**src/rtl/ppi_pkg.sv**
```systemverilog
`default_nettype none
// ============================================================================
//  Module      : ppi_pkg
//  Description : Shared definitions for the PPI bus sequencer: port-select
//                encodings, sequencer FSM state type and phase-counter width.
//  Revision    : 1.0  initial release
// ============================================================================
package ppi_pkg;

    // Width of the per-phase down-counter (phase lengths 1..15)
    localparam int PPI_PHASE_W = 4;

    // PPI PortSelect encodings
    localparam logic [1:0] PPI_PORT_A    = 2'd0;
    localparam logic [1:0] PPI_PORT_B    = 2'd1;
    localparam logic [1:0] PPI_PORT_C    = 2'd2;
    localparam logic [1:0] PPI_PORT_CTRL = 2'd3;

    typedef enum logic [1:0] {
        SEQ_IDLE   = 2'd0,
        SEQ_SETUP  = 2'd1,
        SEQ_STROBE = 2'd2,
        SEQ_HOLD   = 2'd3
    } ppi_seq_state_t;

endpackage
`default_nettype wire

```
**src/rtl/ppi_rr_arb2.sv**
```systemverilog
`default_nettype none
// ============================================================================
//  Module      : ppi_rr_arb2
//  Description : Two-way round-robin arbiter. A lone requester always wins;
//                on contention the pointer decides. The pointer moves to the
//                non-granted requester whenever a grant is consumed.
//  Ports       : clk, rst       - clock, synchronous active-high reset
//                i_valid[1:0]   - request lines
//                i_advance      - current grant was accepted this cycle
//                o_grant[1:0]   - one-hot (or zero) combinational grant
//  Revision    : 1.0  initial release
// ============================================================================
module ppi_rr_arb2 (
    input  logic       clk,
    input  logic       rst,
    input  logic [1:0] i_valid,
    input  logic       i_advance,
    output logic [1:0] o_grant
);

    // 0: requester 0 has priority, 1: requester 1 has priority
    logic r_ptr;

    always_comb begin
        if (i_valid == 2'b11) begin
            o_grant = r_ptr ? 2'b10 : 2'b01;
        end else begin
            o_grant = i_valid;
        end
    end

    always_ff @(posedge clk) begin
        if (rst) begin
            r_ptr <= 1'b0;
        end else if (i_advance) begin
            // granting requester 0 hands priority to requester 1 and vice versa
            r_ptr <= o_grant[0];
        end
    end

endmodule
`default_nettype wire

```
**src/rtl/ppi_bus_sequencer.sv**
```systemverilog
`default_nettype none
// ============================================================================
//  Module      : ppi_bus_sequencer
//  Description : Clocked front-end for the PPI strobe interface. Arbitrates
//                two single-byte requesters round-robin and runs each request
//                as a SETUP / STROBE / HOLD bus cycle with registered strobes.
//                Generates the PPI reset pulse and returns completions.
//  Ports       : Clk, Reset                 - clock, sync active-high reset
//                reqN_valid/ready/we/sel/wdata - requester N handshake
//                rsp_valid/id/rdata         - completion pulse
//                ppi_cs_n/rd_n/wr_n/sel     - PPI control pins (registered)
//                ppi_dout/doe, ppi_din      - DATA drive value/enable, pin value
//                ppi_rst                    - PPI reset (registered)
//                ctrl_shadow                - control shadow (option only)
//  Option      : PPI_CTRL_SHADOW_EN - control-register shadow; control reads
//                are answered from the shadow without a bus cycle.
//  Revision    : 1.0  initial release
// ============================================================================
module ppi_bus_sequencer
    import ppi_pkg::*;
#(
    parameter int unsigned SETUP_CYC  = 1,
    parameter int unsigned STROBE_CYC = 2,
    parameter int unsigned HOLD_CYC   = 1,
    parameter int unsigned RST_CYC    = 4
) (
    input  logic       Clk,
    input  logic       Reset,
`ifdef PPI_CTRL_SHADOW_EN
    output logic [7:0] ctrl_shadow,
`endif
    input  logic       req0_valid,
    output logic       req0_ready,
    input  logic       req0_we,
    input  logic [1:0] req0_sel,
    input  logic [7:0] req0_wdata,
    input  logic       req1_valid,
    output logic       req1_ready,
    input  logic       req1_we,
    input  logic [1:0] req1_sel,
    input  logic [7:0] req1_wdata,
    output logic       rsp_valid,
    output logic       rsp_id,
    output logic [7:0] rsp_rdata,
    output logic       ppi_cs_n,
    output logic       ppi_rd_n,
    output logic       ppi_wr_n,
    output logic [1:0] ppi_sel,
    output logic [7:0] ppi_dout,
    output logic       ppi_doe,
    input  logic [7:0] ppi_din,
    output logic       ppi_rst
);

    localparam logic [PPI_PHASE_W-1:0] c_SETUP_LD  = PPI_PHASE_W'(SETUP_CYC - 1);
    localparam logic [PPI_PHASE_W-1:0] c_STROBE_LD = PPI_PHASE_W'(STROBE_CYC - 1);
    localparam logic [PPI_PHASE_W-1:0] c_HOLD_LD   = PPI_PHASE_W'(HOLD_CYC - 1);
    localparam logic [PPI_PHASE_W-1:0] c_RST_LD    = PPI_PHASE_W'(RST_CYC);

    ppi_seq_state_t         r_state, w_state_nxt;
    logic [PPI_PHASE_W-1:0] r_cnt, w_cnt_nxt;
    logic [PPI_PHASE_W-1:0] r_rst_cnt;

    logic       r_we, r_id;
    logic [1:0] r_sel;
    logic [7:0] r_wdata, r_sample;

    logic [1:0] w_grant;
    logic       w_accept, w_acc_id, w_acc_we, w_bypass, w_sample_en;
    logic [1:0] w_acc_sel;
    logic [7:0] w_acc_wdata;
    logic       w_we_nxt, w_busy_nxt;
    logic [1:0] w_sel_nxt;
    logic [7:0] w_wdata_nxt;
    logic       w_rsp_valid_nxt, w_rsp_id_nxt;
    logic [7:0] w_rsp_rdata_nxt;

    ppi_rr_arb2 u_arb (
        .clk       (Clk),
        .rst       (Reset),
        .i_valid   ({req1_valid, req0_valid}),
        .i_advance (w_accept),
        .o_grant   (w_grant)
    );

    // Grants are only offered while idle and out of PPI reset
    assign req0_ready  = (r_state == SEQ_IDLE) && !ppi_rst && w_grant[0];
    assign req1_ready  = (r_state == SEQ_IDLE) && !ppi_rst && w_grant[1];
    assign w_accept    = (req0_valid && req0_ready) || (req1_valid && req1_ready);
    assign w_acc_id    = w_grant[1];
    assign w_acc_we    = w_acc_id ? req1_we    : req0_we;
    assign w_acc_sel   = w_acc_id ? req1_sel   : req0_sel;
    assign w_acc_wdata = w_acc_id ? req1_wdata : req0_wdata;

`ifdef PPI_CTRL_SHADOW_EN
    logic [7:0] r_shadow;

    assign w_bypass    = w_accept && !w_acc_we && (w_acc_sel == PPI_PORT_CTRL);
    assign ctrl_shadow = r_shadow;

    always_ff @(posedge Clk) begin
        if (Reset) begin
            r_shadow <= 8'h00;
        end else if (w_accept && w_acc_we && (w_acc_sel == PPI_PORT_CTRL)) begin
            r_shadow <= w_acc_wdata;
        end
    end
`else
    assign w_bypass = 1'b0;
`endif

    // Next-state, phase counter and completion
    always_comb begin
        w_state_nxt     = r_state;
        w_cnt_nxt       = r_cnt;
        w_sample_en     = 1'b0;
        w_rsp_valid_nxt = 1'b0;
        w_rsp_id_nxt    = rsp_id;
        w_rsp_rdata_nxt = rsp_rdata;
        case (r_state)
            SEQ_IDLE: begin
                if (w_bypass) begin
`ifdef PPI_CTRL_SHADOW_EN
                    w_rsp_valid_nxt = 1'b1;
                    w_rsp_id_nxt    = w_acc_id;
                    w_rsp_rdata_nxt = r_shadow;
`endif
                end else if (w_accept) begin
                    w_state_nxt = SEQ_SETUP;
                    w_cnt_nxt   = c_SETUP_LD;
                end
            end
            SEQ_SETUP: begin
                if (r_cnt == '0) begin
                    w_state_nxt = SEQ_STROBE;
                    w_cnt_nxt   = c_STROBE_LD;
                end else begin
                    w_cnt_nxt = r_cnt - 1'b1;
                end
            end
            SEQ_STROBE: begin
                if (r_cnt == '0) begin
                    w_state_nxt = SEQ_HOLD;
                    w_cnt_nxt   = c_HOLD_LD;
                    w_sample_en = 1'b1;   // DATA captured on the last strobe cycle
                end else begin
                    w_cnt_nxt = r_cnt - 1'b1;
                end
            end
            SEQ_HOLD: begin
                if (r_cnt == '0) begin
                    w_state_nxt     = SEQ_IDLE;
                    w_rsp_valid_nxt = 1'b1;
                    w_rsp_id_nxt    = r_id;
                    w_rsp_rdata_nxt = r_we ? 8'h00 : r_sample;
                end else begin
                    w_cnt_nxt = r_cnt - 1'b1;
                end
            end
            default: begin
                w_state_nxt = SEQ_IDLE;
            end
        endcase

        // Pins are computed from the next state so they can be registered
        // and still line up with the phase they belong to.
        w_we_nxt    = w_accept ? w_acc_we    : r_we;
        w_sel_nxt   = w_accept ? w_acc_sel   : r_sel;
        w_wdata_nxt = w_accept ? w_acc_wdata : r_wdata;
        w_busy_nxt  = (w_state_nxt != SEQ_IDLE);
    end

    always_ff @(posedge Clk) begin
        if (Reset) begin
            r_state <= SEQ_IDLE;
            r_cnt   <= '0;
        end else begin
            r_state <= w_state_nxt;
            r_cnt   <= w_cnt_nxt;
        end
    end

    always_ff @(posedge Clk) begin
        if (Reset) begin
            r_we      <= 1'b0;
            r_id      <= 1'b0;
            r_sel     <= 2'd0;
            r_wdata   <= 8'h00;
            r_sample  <= 8'h00;
            r_rst_cnt <= c_RST_LD;
            ppi_rst   <= 1'b1;
            ppi_cs_n  <= 1'b1;
            ppi_rd_n  <= 1'b1;
            ppi_wr_n  <= 1'b1;
            ppi_sel   <= 2'd0;
            ppi_dout  <= 8'h00;
            ppi_doe   <= 1'b0;
            rsp_valid <= 1'b0;
            rsp_id    <= 1'b0;
            rsp_rdata <= 8'h00;
        end else begin
            if (w_accept) begin
                r_we    <= w_acc_we;
                r_id    <= w_acc_id;
                r_sel   <= w_acc_sel;
                r_wdata <= w_acc_wdata;
            end
            if (w_sample_en) begin
                r_sample <= ppi_din;
            end
            // PPI reset stays high for RST_CYC cycles after Reset falls
            ppi_rst <= (r_rst_cnt != '0);
            if (r_rst_cnt != '0) begin
                r_rst_cnt <= r_rst_cnt - 1'b1;
            end
            ppi_cs_n  <= !w_busy_nxt;
            ppi_rd_n  <= !((w_state_nxt == SEQ_STROBE) && !w_we_nxt);
            ppi_wr_n  <= !((w_state_nxt == SEQ_STROBE) &&  w_we_nxt);
            ppi_sel   <= w_busy_nxt ? w_sel_nxt : 2'd0;
            ppi_doe   <= w_busy_nxt && w_we_nxt;
            ppi_dout  <= (w_busy_nxt && w_we_nxt) ? w_wdata_nxt : 8'h00;
            rsp_valid <= w_rsp_valid_nxt;
            rsp_id    <= w_rsp_id_nxt;
            rsp_rdata <= w_rsp_rdata_nxt;
        end
    end

endmodule
`default_nettype wire

```
**config.mk**
```make
export PLATFORM = sky130hd
export DESIGN_NAME = ppi_bus_sequencer
export DESIGN_NICKNAME = d
export VERILOG_FILES = /design/src/rtl/ppi_pkg.sv /design/src/rtl/ppi_rr_arb2.sv /design/src/rtl/ppi_bus_sequencer.sv
export SDC_FILE = /design/constraint.sdc
export NUM_CORES = 1
export LEC_CHECK = 0
export ABC_AREA = 1
export CORE_ASPECT_RATIO = 0.6
export CORE_MARGIN = 1
export CORE_UTILIZATION = 48
export DETAILED_ROUTE_END_ITERATION = 12
export PLACE_DENSITY = 0.85
export SETUP_SLACK_MARGIN = 0.5
export SYNTH_ARGS = -nofsm -noshare
export SYNTH_HDL_FRONTEND = slang
export SYNTH_HIERARCHICAL = 1
export SYNTH_SLANG_ARGS = --single-unit
export TNS_END_PERCENT = 10
```
**constraint.sdc**
```tcl
create_clock -name Clk -period 1.8 [get_ports Clk]
set_clock_uncertainty 0.1 [all_clocks]
set_input_delay 0.45 -clock Clk [delete_from_list [all_inputs] [get_ports Clk]]
set_output_delay 0.45 -clock Clk [all_outputs]
set_load 0.01 [all_outputs]
```
==> reports/results.ini <==
[global_route]
overflow=0
grt_use_total=0.253
grt_pass1_vias=2190
grt_start_max_net_pins=19
antenna_found_initial=0
grt_pass1_wl_microns=10300

[critical_path]
slowest_stage=clkdlybuf4s50_1
crit_type=flop to output pin
crit_fanout=1
slowest_delay_ns=0.53
end_kind=output pin
critPathArrivalTime_ns=1.18
worstPathCellList=clkdlybuf4s50_1
rrSetupSlack_ns=0.07
ff2ff_path_depth=10
crit_required_ns=1.25
cp_num_buf_inv=1
cp-start-kind=flop
worstReg2RegEnd=r_cnt[3]
reg2reg_from=r_cnt[1]
crit_family=buffers and inverters

[sta]
clock.fmax_ghz=0.578
rsz0062_at_grt=true
period_minus_slack_ns=1.73
tightest_slew_ns=0.386
hold_slack_ns=0.375
slew_viol_final=0
relSlewSlack=0.740
fin_ws_ns=0.0711
setup_violations=0
period_share=0.960
hold_violations=0

[placed_design]
gp_routability_congestion=0.791
place_ws_ns=-0.684
portBuffers=60
dp_hpwl_microns=4250

[synth]
ys_ff_latch=56
yosysUniqueCellTypes=35
synth_top_area_frac=0.474
synth.cell_area_sq_um=2360
post-synth-top-area-cell=dfxtp_1
synth-seq-area-share=0.474
syn_area_per_cell_sq_um=8.36
netlist_instances=283
ys_warn_count=6
synth_nets=321
synth_area_leaders=dfxtp_1 (47%), nand2_1 (7.5%), nor2_1 (6.7%), mux2i_1 (4.7%), o21ai_0 (4.4%)

[power]
power_density_nw_per_um2=956
peakVddDrop_mv=0.557
p_leak_nw=1.46
power.total_w=0.00334

[clocking]
numCtsBuffers=5
clkLatencyLatePin_ns=0.31
cts_tree=done
clock-sinks=56
htree_levels=2
clk_pin_slew_ns=0.10
clockRootBuffer=clkbuf_8
clockBufferDepth=2

[route]
drt_iter0_drc=152
vias=2299
wl_microns=6720
drt_pass1_iterations=5
wl_per_cell_microns=15.3
drc_errors=0
ant_nets=0
drt-vias-per-instance=5.24

[floorplanning]
io_pins=61
dieArea_sq_um=5220
start_util=0.508
rows=19
die_w_microns=92.6
fp.dieH_microns=56.4
design.core.area_sq_um=4660

[layout]
fillCellCount=321
syn_to_final_growth_pct=47.7
drive_gt1_frac=0.223
multi_input_area_sq_um=1180
antennaDiodeCount=0
layout.cells.most_common=dfxtp_1
layout.nets=413
most-common-layout-cells=dfxtp_1 (54), nand2_1 (44), nor2_1 (41), clkdlybuf4s50_1 (41), buf_4 (23)
register_area_sq_um=1120

[flow_run]
cap_violations=0

[min_path]
hold_depth=2
min_to=rsp_rdata[3]
hp-start=r_sample[3]
hold_path_class=flop to flop

[run_status]
outcome=finished, final reports clean

layer usage:
metal	track usage	up-vias	routed length [microns]
met5	0	-	0
met4	0.0571	0	112
met3	0.0610	14	461
met2	0.436	106	3250
met1	0.323	1071	2900
li1	-	1108	-
report_power, final:
part           internal (W)  leakage [nW]  switching (W)
logic              0.000538         0.955       0.000650
registers           0.00136         0.454      0.0000829
clock network      0.000280        0.0485       0.000430
how the worst max path moves through the flow:
stage                startpoint            to  cells after the start
finish                 ppi_wr_n      ppi_wr_n                      1
global route           r_cnt[0]  rsp_rdata[2]                      9
CTS                 u_arb/r_ptr    req1_ready                      4
detailed placement   req1_valid      r_cnt[3]                      9
global placement     req1_valid    req1_ready                      4
floorplan            req1_valid    r_wdata[0]                      9
cell families (layout without fill, tap and decap cells):
group	after synthesis	count (layout)	share of synthesized area
AO/OA/AOI/OAI	30	30	0.0651
flip-flops	56	56	0.474
XOR/XNOR	3	3	0.0111
AND/OR/NAND/NOR	142	143	0.311
adder cells (fa/ha/maj)	4	4	0.0212
multiplexers	11	11	0.0466
buffers and inverters	37	129	0.0709
cells in the mapped netlist (all sizes together):
master   n
dfxtp   56
nor3b    1
clkbuf   3
clkinv   1
nor2    45
a21oi    5
o21ai   23
nor3     9
nand3b   8
o22ai    1
mux2i   11
buf      7
a21boi   1
xnor2    2
nand4    5
inv     26
nand3   23
nand2   49
ha       4
xor2     1
and3     2
area by class of cell:
type                            count  area share
Inverter                           27      0.0297
Multi-Input combinational cell    191       0.339
Sequential cell                    56       0.322
Clock inverter                      3     0.00645
Tap cell                           63      0.0226
Timing Repair Buffer               94       0.261
Clock buffer                        5      0.0197
flip-flops by register name (all words and copies together) (netlist names), 2 cells and up:
| name | flops |
|---|---|
| r_sample | 8 |
| r_rst_cnt | 4 |
| r_state | 2 |
| ppi_dout | 8 |
| r_wdata | 8 |
| rsp_rdata | 8 |
| r_cnt | 4 |
| ppi_sel | 2 |
| r_sel | 2 |
per-stage QoR:
stage	utilization	instance area [sq um]	std cells	setup TNS, ns
after global placement	0.681	3170	417	-16.22
after floorplan	-	2390	283	0
final	0.749	3490	439	0
after CTS	0.731	3400	432	0
after detailed placement	0.681	3170	417	-18.35
after global routing	0.749	3490	439	-0.00138
repair_timing:
action,4_1_cts,5_1_grt
gates cloned,2,1
pin swaps,10,7
setup buffers,5,6
hold buffers,0,0
resized for setup,50,13
endpoints found under the setup margin,81,82
hold endpoints to repair,0,0
Power figures use the tool's default switching activity.
